**config.mk**
```make
export PLATFORM = sky130hd
export DESIGN_NAME = pm_arbiter
export DESIGN_NICKNAME = d
export VERILOG_FILES = /design/src/rtl/pm_arbiter.sv
export SDC_FILE = /design/constraint.sdc
export NUM_CORES = 1
export LEC_CHECK = 0
export BUFFER_PORTS_ARGS = -buffer_cell sky130_fd_sc_hd__buf_2
export CAP_MARGIN = 20
export CORE_MARGIN = 4
export CORE_UTILIZATION = 36
export DETAILED_ROUTE_END_ITERATION = 6
export PLACE_DENSITY = 0.76
export SKIP_LAST_GASP = 1
export SYNTH_ARGS = -nofsm -noshare
export SYNTH_HDL_FRONTEND = slang
export SYNTH_SLANG_ARGS = --single-unit
export TNS_END_PERCENT = 100
```
**constraint.sdc**
```tcl
create_clock -name i_clk -period 1.7 [get_ports i_clk]
set_input_delay 0.085 -clock i_clk [delete_from_list [all_inputs] [get_ports i_clk]]
set_output_delay 0.085 -clock i_clk [all_outputs]
set_load 0.01 [all_outputs]
```
**src/rtl/pm_arbiter.sv**
```systemverilog
`default_nettype none
// pm_arbiter: shares one synchronous program memory between a loader writer (L),
// a data reader (D) and an instruction fetcher (F), with a fetch starvation guard.
module pm_arbiter #(
  parameter int AW       = 16,
  parameter int DW       = 16,
  parameter int MAX_WAIT = 4
) (
  input  logic          i_clk,
  input  logic          i_reset_n,
  input  logic          i_halt,
  input  logic          i_f_req,
  input  logic [AW-1:0] i_f_addr,
  output logic          o_f_gnt,
  output logic          o_f_rvalid,
  output logic [DW-1:0] o_f_rdata,
  input  logic          i_d_req,
  input  logic [AW-1:0] i_d_addr,
  output logic          o_d_gnt,
  output logic          o_d_rvalid,
  output logic [DW-1:0] o_d_rdata,
  input  logic          i_l_req,
  input  logic [AW-1:0] i_l_addr,
  input  logic [DW-1:0] i_l_wdata,
  output logic          o_l_gnt,
  output logic          o_pm_en,
  output logic          o_pm_we,
  output logic [AW-1:0] o_pm_addr,
  output logic [DW-1:0] o_pm_wdata,
  input  logic [DW-1:0] i_pm_rdata
);

  localparam logic [3:0] C_MAX_WAIT = 4'(MAX_WAIT);

  logic [3:0]    r_starve;
  logic          r_pm_en;
  logic          r_pm_we;
  logic [AW-1:0] r_pm_addr;
  logic [DW-1:0] r_pm_wdata;
  logic          r_s1_f;
  logic          r_s1_d;
  logic          r_f_rvalid;
  logic          r_d_rvalid;

  logic w_starved;
  logic w_f_gnt;
  logic w_d_gnt;
  logic w_l_gnt;
  logic w_any_gnt;

  assign w_starved = (r_starve == C_MAX_WAIT);

  // A starved fetch overrides the normal L > D > F order for one grant.
  always_comb begin
    w_f_gnt = 1'b0;
    w_d_gnt = 1'b0;
    w_l_gnt = 1'b0;
    if (i_reset_n && !i_halt) begin
      if (i_f_req && w_starved) begin
        w_f_gnt = 1'b1;
      end else if (i_l_req) begin
        w_l_gnt = 1'b1;
      end else if (i_d_req) begin
        w_d_gnt = 1'b1;
      end else if (i_f_req) begin
        w_f_gnt = 1'b1;
      end
    end
  end

  assign w_any_gnt = w_f_gnt | w_d_gnt | w_l_gnt;

  always_ff @(posedge i_clk or negedge i_reset_n) begin
    if (!i_reset_n) begin
      r_starve <= 4'd0;
    end else if (!i_halt) begin
      if (!i_f_req || w_f_gnt) begin
        r_starve <= 4'd0;
      end else if (r_starve != C_MAX_WAIT) begin
        r_starve <= r_starve + 4'd1;
      end
    end
  end

  // Command stage: address/wdata hold their last value on idle cycles.
  always_ff @(posedge i_clk or negedge i_reset_n) begin
    if (!i_reset_n) begin
      r_pm_en    <= 1'b0;
      r_pm_we    <= 1'b0;
      r_pm_addr  <= '0;
      r_pm_wdata <= '0;
      r_s1_f     <= 1'b0;
      r_s1_d     <= 1'b0;
    end else begin
      r_pm_en <= w_any_gnt;
      r_pm_we <= w_l_gnt;
      r_s1_f  <= w_f_gnt;
      r_s1_d  <= w_d_gnt;
      if (w_l_gnt) begin
        r_pm_addr  <= i_l_addr;
        r_pm_wdata <= i_l_wdata;
      end else if (w_d_gnt) begin
        r_pm_addr <= i_d_addr;
      end else if (w_f_gnt) begin
        r_pm_addr <= i_f_addr;
      end
    end
  end

  // Return stage lines up with the memory's one-cycle read latency.
  always_ff @(posedge i_clk or negedge i_reset_n) begin
    if (!i_reset_n) begin
      r_f_rvalid <= 1'b0;
      r_d_rvalid <= 1'b0;
    end else begin
      r_f_rvalid <= r_s1_f;
      r_d_rvalid <= r_s1_d;
    end
  end

  assign o_f_gnt    = w_f_gnt;
  assign o_d_gnt    = w_d_gnt;
  assign o_l_gnt    = w_l_gnt;
  assign o_pm_en    = r_pm_en;
  assign o_pm_we    = r_pm_we;
  assign o_pm_addr  = r_pm_addr;
  assign o_pm_wdata = r_pm_wdata;
  assign o_f_rvalid = r_f_rvalid;
  assign o_d_rvalid = r_d_rvalid;
  assign o_f_rdata  = r_f_rvalid ? i_pm_rdata : '0;
  assign o_d_rdata  = r_d_rvalid ? i_pm_rdata : '0;

endmodule
`default_nettype wire

```
# After elaboration in Yosys (flattened, before gate mapping)
# Index checks and enable logic that the tools add are counted.
dict set report word_totals {
  out_inout_bits 71
  register_bits 42
  elab_cells 42
}
dict set report classes {
  n_reduce_logical 8
  mux 19
  n_eq_ne 2
  bitwise 3
  add_sub_neg 1
}
# cell count
set op_table {}
lappend op_table {{16-bit 2-to-1 mux} 5}
lappend op_table {{1-bit 2-to-1 mux} 12}
lappend op_table {{4-bit 2-to-1 mux} 2}
lappend op_table {{4-bit by 1-bit adder with 4-bit output, second input constant} 1}
lappend op_table {{4-bit by 3-bit == test with 1-bit output, second input constant} 1}
lappend op_table {{4-bit by 3-bit != test with 1-bit output, second input constant} 1}
lappend op_table {{3-bit nonzero test} 1}
lappend op_table {{1-bit logical AND} 2}
lappend op_table {{1-bit logical NOT} 2}
lappend op_table {{1-bit bitwise OR} 2}
lappend op_table {{2-bit AND reduction} 1}
lappend op_table {{2-bit nonzero test} 1}
lappend op_table {{1-bit logical OR} 1}
lappend op_table {{1-bit NOT} 1}

# Depth between registers and ports, before layout
# Gate-level depths: netlist of the first run.
dict set report logic_depth {
  ltp_word 8
  ltp_mapped 9
}

# Least setup slack after synthesis of the first run
# Ideal clock, no wire load.
dict set report synth_timing {
  path_type {reg-to-reg}
  startpoint {reg r_starve[0]}
  endpoint {reg r_pm_wdata[10] (netlist: o_pm_wdata[10])}
  n_path_buf 2
  setup_ps 125
  path_slack_ps -200
  stages_incl_launch_ff 8
  t_arrival_ps 1775
  synth_period_minus_slack_ps 1900
  path_cell_list {dfrtp_1 inv_1 ha_1 and4b_1 buf_6 nor3b_4 buf_4 mux2_2}
}
dict set report synth_via {
  elab_chain_cells 4
}
# item line
set synth_lines {}
lappend synth_lines {{from (decl)} 35} ;# logic [3:0] r_starve;
lappend synth_lines {{from (signal assigned)} 80} ;# r_starve <= r_starve + 4'd1;
lappend synth_lines {{4-bit by 3-bit == test with 1-bit output} 51} ;# assign w_starved = (r_starve == C_MAX_WAIT);
lappend synth_lines {{1-bit logical AND} 59} ;# if (i_f_req && w_starved) begin
lappend synth_lines {{1-bit 2-to-1 mux} 59}
lappend synth_lines {{1-bit 2-to-1 mux} 58} ;# if (i_reset_n && !i_halt) begin
lappend synth_lines {{to (signal assigned)} 101} ;# r_pm_wdata <= i_l_wdata;
lappend synth_lines {{to (decl)} 39} ;# logic [DW-1:0] r_pm_wdata;
# No other way between the ends.
# A chain may end at the register's enable or synchronous reset.

# Worst setup path in the final report of the first run
dict set report layout_timing {
  startpoint {reg r_starve[1]}
  endpoint {reg r_pm_wdata[6] (netlist: o_pm_wdata[6])}
}
# Same word-level chain as after synthesis.

==> results of run 1 <==
[through the flow]
step	area, um2	utilization [%]
after floorplan	2190	-
after CTS	3360	60.6
after global placement	3070	55.3
after global routing	3450	62.2
after detailed placement	3070	55.3
final	3450	62.2
[cells in the mapped netlist]
master    number  area share [%]
ha_1           2             1.2
a22oi_1       15             5.4
or3_1          2            0.60
clkbuf_1       5            0.90
buf_4          2            0.72
nor3b_4        1            0.90
and4b_1        1            0.48
nand4b_1       1            0.42
nor2_1        19             3.4
and2_1        32             9.6
nand2b_1       1            0.30
mux2_2        16             8.7
a21oi_1        6             1.4
a31oi_1       16             4.8
nand4_1        1            0.30
dfrtp_1       42              51
nor4bb_1       1            0.48
nor4b_4        1             1.1
clkbuf_8       1            0.66
buf_6          2             1.1
nor3_1         1            0.24
clkbuf_2       1            0.24
a22oi_2        1            0.60
buf_2          1            0.24
inv_1          5            0.90
nand3_1        1            0.24
o21ai_0        5             1.2
nand2_1       17             3.1
[layer usage]
metal / wire (um) / up-vias / part of all wire [%] / track usage, %
li1: - / 1054 / - / -
met1: 2460 / 1036 / 36 / 19.6
met2: 3700 / 100 / 55 / 34.1
met3: 561 / 4 / 8.3 / 6.02
met4: 30 / 0 / 0.44 / 3.36
met5: 0 / - / 0 / 0
[critical path: cells and delay by family, from the launching register on]
family                   cells  cell delay, ns
AND/OR/NAND/NOR              2            0.52
buffers and inverters        3            0.36
adder cells (fa/ha/maj)      1            0.18
multiplexers                 1            0.31
flip-flops                   1            0.36
[final cells by class]
class                      instances  area [um2]  area share, %
clock inverter                     3        40.0           1.16
multi-input combinational        140        1070           31.0
clock buffer                       5        68.8           2.00
tap                               72        90.1           2.61
sequential                        42        1050           30.5
inverter                           5        18.8          0.544
timing repair buffer             185        1110           32.2
[worst max path at each step]
stage | from | end | slack (ns) | cells past startpoint
finish | r_starve[1] | o_pm_wdata[6] | -0.14 | 7
global route | r_starve[1] | o_pm_addr[2] | -0.19 | 8
CTS | r_starve[1] | o_d_gnt | -0.12 | 6
detailed placement | r_starve[1] | o_pm_addr[2] | -0.12 | 7
global placement | r_starve[1] | o_pm_addr[2] | -0.02 | 7
floorplan | r_starve[0] | o_pm_wdata[10] | -0.13 | 7
[what timing repair did]
action / in CTS / in global routing
cloned: 1 / 0
setup buffers: 12 / 4
pin swaps: 7 / 14
hold buffers: 1 / 0
resized for setup: 12 / 13
hold endpoints to repair: 42 / 0
setup endpoints to repair: 35 / 35
[cell usage in the layout (no fill, tap or decap), drive strengths merged]
cell / n
a21oi: 6
a22oi: 16
a31oi: 16
and2: 32
and4b: 1
buf: 184
bufinv: 1
clkbuf: 5
clkinv: 2
dfrtp: 42
dlygate4sd3: 1
ha: 2
inv: 5
mux2: 16
nand2: 17
nand2b: 1
nand3: 1
nand4: 1
nand4b: 1
nor2: 19
nor3: 1
nor3b: 1
nor4b: 1
nor4bb: 1
o21ai: 5
or3: 2
[registers in the layout, indices dropped and copies added, names as in the netlist]
name	flops
o_pm_addr	16
o_pm_wdata	16
r_starve	4
r_s1_f	1
o_d_rvalid	1
o_pm_we	1
r_s1_d	1
o_f_rvalid	1
o_pm_en	1
[cells by family after synthesis]
logic type | Yosys count | synth area share (%)
muxes | 16 | 8.67
and+or+nand+nor | 79 | 21.3
buffers and inverters | 17 | 4.76
DFF | 42 | 50.6
adders and majority gates | 2 | 1.20
AOI/OAI and AO/OA | 43 | 13.5
[power breakdown]
part	switching, uW	total [uW]	internal [uW]
clock	340	772	433
combinational	360	782	422
sequential	86.5	1240	1150
==> flow_summary.ini, run 1 <==
[critical_path]
timing.critical_path.slowest_stage_cell = dfrtp_1
start_kind = register
required_ns = 1.88
path_class = reg -> reg
regToRegEndpoint = o_pm_wdata[6]
critical_path.cell_chain = inv_1, ha_2, and4b_2, nor3b_4, buf_6, buf_12, mux2_4
ff2ff_setup_slack_ns = -0.14
critical_path.reg2reg.startpoint = r_starve[1]
largest_driver_fanout_on_the_critical_path = 8
end_kind = register
ff2ff_path_depth = 7
worst-endpoint-arrival_ns = 2.01
timing.critical_path.slowest_cell_delay_ns = 0.36

[yosys]
synth.yosys.seq_area_share_pct = 50.6
synth_nets = 287
netlist_instances = 199
syn-cell-area_um2 = 2080
count_of_different_cell_masters_after_synthesis = 28
post_synth.cell_area_avg_um2 = 10.4
synth_warnings = 0
postSynthRegisterBits = 42

[place]
placed_cells = 426
preCtsSetupSlack_ns = -0.123
count_of_input_and_output_buffers = 156
gp_congestion = 0.832
detailed_place_hpwl_um = 5040

[routing]
vias_per_cell = 4.85
drc = 0
initialDrtViolationCount = 75
firstDrtPassIters = 4
num_vias = 2194
number_of_nets_still_failing_antenna_checks_after_routing = 0
drt-total-wl_um = 6750
detail_route.wl_per_cell_um = 14.9

[job]
timing.max_cap.violations = 0

[global_route]
globalRouteOverflowTotal = 0
antenna_found_initial = 0
grt_pass1_wl_um = 10400
grt_start_max_net_pins = 34
track_usage_pct = 18.1
grt_pass1_vias = 2161

[floorplan]
initial_utilization_pct = 37.5
die_area_um2 = 7050
die_x_um = 84.0
die_y_um = 84.0
core_area_um2 = 5540
floorplan.io_pins = 157
fp-row-count = 27

[worst_hold_path]
holdCritPathClass = in -> reg
hold_path.startpoint = i_l_wdata[8]
holdPathStages = 2
timing.hold.worst_endpoint = o_pm_wdata[8]

[status]
outcome = finished, violations left
failed_checks = negative setup slack

[timing]
slew_headroom_pct = 73.4
drv_slew = 0
fin_hold_ws_ns = 0.0213
finClkSkew_ns = 0.0104
min_period_ns = 1.84
final.setup.worst_slack_ns = -0.135
setup_tns_ns = -3.03
grt_setup_unrepaired = yes
finalHoldViolCount = 0
fmax_ghz = 0.545
tightest_slew_ns = 0.399
timing.final.crit_share_pct = 108
setup_viol = 34

[cts]
cts_tree = yes
cts_max_level = 2
clk_transition_reported_paths_ns = 0.08
cts_buffers = 5
clock_insertion_delay_worst_skew_ns = 0.29
clock_tree.root_cell = clkbuf_8
clock_path_buffers = 2
clk_sinks = 42

[pwr]
total_power_uw = 2790
vdd_ir_drop_max_uv = 423
power_leakage_uw = 0.00182
power_density_nw_per_um2 = 809

[final_layout]
area_growth_syn_to_layout_pct = 66.0
nNetsFinal = 467
drive_above_1_share_pct = 60.3
fin_cells = 452
fill_cells = 492
antenna_cells_inserted = 0
No activity file was read; power rests on OpenSTA's default activity.
==> inputs of run 2 (changes only) <==
--- a/config.mk
+++ b/config.mk
@@ -5,12 +5,13 @@
 export SDC_FILE = /design/constraint.sdc
 export NUM_CORES = 1
 export LEC_CHECK = 0
+export ABC_AREA = 1
 export BUFFER_PORTS_ARGS = -buffer_cell sky130_fd_sc_hd__buf_2
 export CAP_MARGIN = 20
 export CORE_MARGIN = 4
-export CORE_UTILIZATION = 36
+export CORE_UTILIZATION = 39
 export DETAILED_ROUTE_END_ITERATION = 6
-export PLACE_DENSITY = 0.76
+export PLACE_DENSITY = 0.77
 export SKIP_LAST_GASP = 1
 export SYNTH_ARGS = -nofsm -noshare
 export SYNTH_HDL_FRONTEND = slang
==> flow_summary.ini, run 2 <==
[routing]
drt-total-wl_um = 8550
drc = 0
vias_per_cell = 4.80
num_vias = 2846
firstDrtPassIters = 4
detail_route.wl_per_cell_um = 14.4
number_of_nets_still_failing_antenna_checks_after_routing = 0
initialDrtViolationCount = 122

[cts]
clock_path_buffers = 2
clock_tree.root_cell = clkbuf_8
clk_sinks = 42
clk_transition_reported_paths_ns = 0.07
cts_buffers = 5
cts_max_level = 2
cts_tree = yes
clock_insertion_delay_worst_skew_ns = 0.29

[yosys]
postSynthRegisterBits = 42
synth_warnings = 0
syn-cell-area_um2 = 2490
flip_flop_cell_with_the_highest_count_after_synthesis = dfrtp_1
yosys-top-cells-count = 126 x nand2_1, 65 x nand3_1, 42 x dfrtp_1
number_of_synthesized_flops_with_an_enable_pin = 0
synth_nets = 421
count_of_different_cell_masters_after_synthesis = 26
synth.yosys.seq_area_share_pct = 42.2
synth-async-reset-ratio_pct = 100
netlist.area_leader.share_pct = 42.2
yosys.cell_count.top_type = nand2_1
netlist_instances = 333
synthTopCellsByArea = dfrtp_1 42%, nand2_1 19%, nand3_1 13%
cell_type_with_the_largest_total_area_after_synthesis = dfrtp_1
post_synth.cell_area_avg_um2 = 7.48

[timing]
finalHoldViolCount = 0
grt_setup_unrepaired = yes
tightest_slew_ns = 0.530
setup_viol = 1
fmax_ghz = 0.587
slew_headroom_pct = 64.7
finClkSkew_ns = 0.00609
timing.final.crit_share_pct = 100
final.setup.worst_slack_ns = -0.00398
drv_slew = 0
fin_hold_ws_ns = 0.00469
min_period_ns = 1.70

[floorplan]
die_y_um = 87.9
core_area_um2 = 6060
floorplan.io_pins = 157
die_area_um2 = 7730
fp-row-count = 28
initial_utilization_pct = 41.1
die_x_um = 87.9

[final_layout]
antenna_cells_inserted = 0
most-common-layout-cells = 154 x buf_2, 125 x nand2_1, 65 x nand3_1, 42 x dfrtp_1, 36 x inv_1
area_growth_syn_to_layout_pct = 54.5
fill_cells = 509
fin_area_um2 = 3850
nNetsFinal = 605
layout_commonest_cell = buf_2
drive_above_1_share_pct = 40.7

[status]
outcome = finished, violations left
failed_checks = negative setup slack

[critical_path]
timing.critical_path.buf_inv = 5
critical_path.top_delay_family = buffers and inverters
worst-endpoint-arrival_ns = 1.62
largest_driver_fanout_on_the_critical_path = 7
timing.critical_path.slowest_stage_cell = dfrtp_1
critical_path.cell_chain = inv_2, ha_4, nand2_2, inv_2, nand2_4, buf_6, nand2_8, clkinv_8, buf_6
required_ns = 1.62
timing.critical_path.slowest_cell_delay_ns = 0.40
start_kind = register
end_kind = output pin
path_class = reg -> out

[global_route]
track_usage_pct = 19.9
grt_start_max_net_pins = 43
grt_pass1_vias = 2612
globalRouteOverflowTotal = 0
antenna_found_initial = 0
grt_pass1_wl_um = 12100

[pwr]
sequentialPowerShare_pct = 43.7
vdd_ir_drop_max_uv = 662
clockPowerShare_pct = 26.5
total_power_uw = 2920
pwr-share-comb_pct = 29.7
switching_share_pct = 31.3
power_leakage_uw = 0.00249
power.switching_uw = 914
power.internal_uw = 2010
power_density_nw_per_um2 = 758

[place]
detailed_place_hpwl_um = 5910
count_of_input_and_output_buffers = 156
preCtsSetupSlack_ns = -0.0629
dpl_cell_area_um2 = 3290
gp_congestion = 0.791

[worst_hold_path]
holdCritPathClass = in -> reg

[job]
timing.max_cap.violations = 0
-- run 2: cell types whose count changed in the layout (fill, tap and decap cells not counted), sizes merged, moves of 4 or more --
cell	change
o21ai	-4
or2	+16
nor2	-10
dlygate4sd3	+13
mux2	-16
nand2	+115
a31oi	-16
a21oi	-6
a22oi	-16
and2	-32
inv	+39
nand3	+67
buf	-8
-- run 2: cells by family (layout without fill, tap and decap cells) --
| kind of cell | Yosys count | in the layout | synth area share, % |
|---|---|---|---|
| adder cells (fa/ha/maj) | 2 | 2 | 1.00 |
| AO/OA/AOI/OAI | 1 | 1 | 0.201 |
| flip-flops | 42 | 42 | 42.2 |
| buffers and inverters | 62 | 245 | 12.4 |
| AND/OR/NAND/NOR | 225 | 227 | 43.8 |
| XOR/XNOR | 1 | 1 | 0.351 |
-- run 2: power groups by stage --
| stage | Combinational (uW) | Sequential [uW] | Clock, uW |
|---|---|---|---|
| after detailed placement | 748 | 1290 | 0 |
| after CTS | 793 | 1270 | 799 |
| after floorplan | 312 | 1350 | 0 |
| final | 868 | 1280 | 775 |
| after global routing | 954 | 1290 | 833 |
| after global placement | 730 | 1290 | 0 |
-- run 2: final timing paths --
path | from | endpoint | slack (ns) | cells after the start
hold reg to reg | r_s1_d | o_d_rvalid | 0.35 | 0
min in group asynchronous | i_reset_n | o_pm_we | 0.52 | 3
setup reg to reg | r_starve[0] | o_pm_addr[3] | 0.01 | 11
setup / recovery | r_starve[0] | o_d_gnt | -0.004 | 9
max in group asynchronous | i_reset_n | o_pm_addr[7] | 0.82 | 3
hold / removal | i_l_wdata[2] | o_pm_wdata[2] | 0.005 | 3
-- run 2: worst reg2reg max path: cells and delay by family, from the launching register on --
family,cells,cell delay (ns)
buf+inv,4,0.41
flops,1,0.40
simple gates,6,0.67
fa+ha+maj,1,0.13
-- run 2: area by class of cell --
class / count / area [um2] / share of cell area, %
multi-input combinational: 231 / 1200 / 31.1
timing repair buffer: 192 / 1200 / 31.3
sequential: 42 / 1050 / 27.3
clock inverter: 2 / 37.5 / 0.975
inverter: 45 / 196 / 5.10
clock buffer: 6 / 72.6 / 1.88
tap: 75 / 93.8 / 2.44
-- run 2: per-layer routing --
metal	vias up	global-route usage (%)	wire (um)
li1	1387	-	-
met1	1307	22.7	3090
met2	138	37.5	4540
met3	14	4.33	824
met4	0	4.88	102
met5	-	0	0
-- run 2: through the flow --
| step | instances | util [%] | TNS, ns |
|---|---|---|---|
| 3_5_place_dp | 552 | 54.3 | -0.880 |
| 4_1_cts | 580 | 59.4 | 0 |
| 5_1_grt | 593 | 63.5 | -0.368 |
| 2_1_floorplan | 333 | - | 0 |
| 3_3_place_gp | 552 | 54.3 | 0 |
| 6_report | 593 | 63.5 | -0.00398 |
-- run 2: repair_timing --
action                                  CTS  global route
pin swaps                                 2             6
resized for setup                         6            19
endpoints found under the setup margin   19            20
buffers inserted                          6            10
hold buffers                             14             0
hold endpoints to repair                 55             0
cloned                                    0             4
==> inputs of run 3 (changes only) <==
--- a/config.mk
+++ b/config.mk
@@ -11,6 +11,7 @@
 export CORE_MARGIN = 4
 export CORE_UTILIZATION = 39
 export DETAILED_ROUTE_END_ITERATION = 6
+export HOLD_SLACK_MARGIN = 0.02
 export PLACE_DENSITY = 0.77
 export SKIP_LAST_GASP = 1
 export SYNTH_ARGS = -nofsm -noshare
==> flow_summary.ini, run 3 (synthesis gave the netlist of run 2 again) <==
[final_layout]
postLayoutCoreUtil_pct = 64.0
antenna_cells_inserted = 0
most-common-layout-cells = 154 x buf_2, 125 x nand2_1, 65 x nand3_1, 42 x dfrtp_1, 36 x inv_1
area_growth_syn_to_layout_pct = 55.7
drive_above_1_share_pct = 40.5
fin_cells = 596
fin_area_um2 = 3880
fill_cells = 508
nNetsFinal = 608
layout_commonest_cell = buf_2

[timing]
slew_headroom_pct = 65.1
final.setup.worst_slack_ns = -0.00274
finalHoldViolCount = 0
setup_viol = 1
timing.final.crit_share_pct = 100
tightest_slew_ns = 0.523
min_period_ns = 1.70
grt_setup_unrepaired = yes
fmax_ghz = 0.587
drv_slew = 0
finClkSkew_ns = 0.00644

[critical_path]
largest_driver_fanout_on_the_critical_path = 7
ff2ff_setup_slack_ns = 0.01
path_class = reg -> out
end_kind = output pin
required_ns = 1.62
worst-endpoint-arrival_ns = 1.62
start_kind = register

[routing]
vias_per_cell = 4.76
firstDrtPassIters = 4
drc = 0
detail_route.wl_per_cell_um = 14.4
initialDrtViolationCount = 135
num_vias = 2837
drt-total-wl_um = 8560
number_of_nets_still_failing_antenna_checks_after_routing = 0

[place]
preCtsSetupSlack_ns = -0.0629
count_of_input_and_output_buffers = 156
dpl_cell_area_um2 = 3290
detailed_place_hpwl_um = 5910
placed_cells = 552
gp_congestion = 0.791

[floorplan]
floorplan.io_pins = 157
die_x_um = 87.9
core_area_um2 = 6060
initial_utilization_pct = 41.1
die_area_um2 = 7730
die_y_um = 87.9
fp-row-count = 28

[status]
outcome = finished, violations left
failed_checks = negative setup slack

[global_route]
grt_pass1_wl_um = 12100
track_usage_pct = 20.0
grt_pass1_vias = 2630
grt_start_max_net_pins = 43
antenna_found_initial = 0
globalRouteOverflowTotal = 0

[worst_hold_path]
holdCritPathClass = in -> reg

[cts]
clock_tree.root_cell = clkbuf_8
clk_sinks = 42
clock_path_buffers = 2
clock_insertion_delay_worst_skew_ns = 0.29
clk_transition_reported_paths_ns = 0.08
cts_max_level = 2
cts_buffers = 5
cts_tree = yes

[pwr]
power_density_nw_per_um2 = 754
power_leakage_uw = 0.00251
vdd_ir_drop_max_uv = 665
total_power_uw = 2930

[job]
timing.max_cap.violations = 0
## run 3: cell count changes in the layout (fill, tap and decap cells not counted), sizes merged
cell,delta
dlygate4sd3,+3
## run 3: through the flow
step | hold slack (ns) | TNS (ns)
after floorplan | -0.211 | 0
after global placement | 0.279 | 0
after detailed placement | 0.286 | -0.880
after CTS | 0.0844 | 0
after global routing | 0.104 | -0.337
final | 0.0946 | -0.00274
## run 3: where the power goes
group          internal (uW)  switching [uW]
sequential              1170             111
combinational            406             466
clock                    438             337
total                   2010             915
## run 3: cell type report
class                      count  area (um2)  area share [%]
timing repair buffer         195        1230            31.8
multi-input combinational    231        1200            30.8
sequential                    42        1050            27.1
inverter                      45         196            5.06
tap                           75        93.8            2.42
clock buffer                   6        72.6            1.87
clock inverter                 2        37.5           0.967
## run 3: layer usage
metal	GRT usage (%)	vias to the layer above	wire length, um
met5	0	-	0
met3	4.42	8	737
met4	5.86	0	77
li1	-	1393	-
met1	22.7	1317	3200
met2	37.1	119	4550
## run 3: final timing paths
check / start / end / depth (start not counted)
max: r_starve[0] / o_d_gnt / 9
max reg2reg: r_starve[0] / o_pm_addr[3] / 11
min in group asynchronous: i_reset_n / o_pm_addr[12] / 3
max in group asynchronous: i_reset_n / o_pm_addr[7] / 3
min reg2reg: r_s1_d / o_d_rvalid / 0
min: i_l_addr[13] / o_pm_addr[13] / 4
## run 3: critical path, stage by stage (launching register included)
cell,delay (ns)
dfrtp_1,0.40
inv_2,0.09
ha_4,0.12
nand2_2,0.05
inv_2,0.09
nand2_4,0.10
buf_6,0.15
nand2_8,0.11
clkinv_8,0.08
buf_6,0.12
## run 3: timing repair
item / CTS / global route
hold endpoints to repair: 58 / 0
cloned: 0 / 4
hold buffers: 17 / 0
gates resized for setup: 6 / 19
buffers inserted: 6 / 10
setup endpoints to repair: 19 / 20
pin swaps: 2 / 6
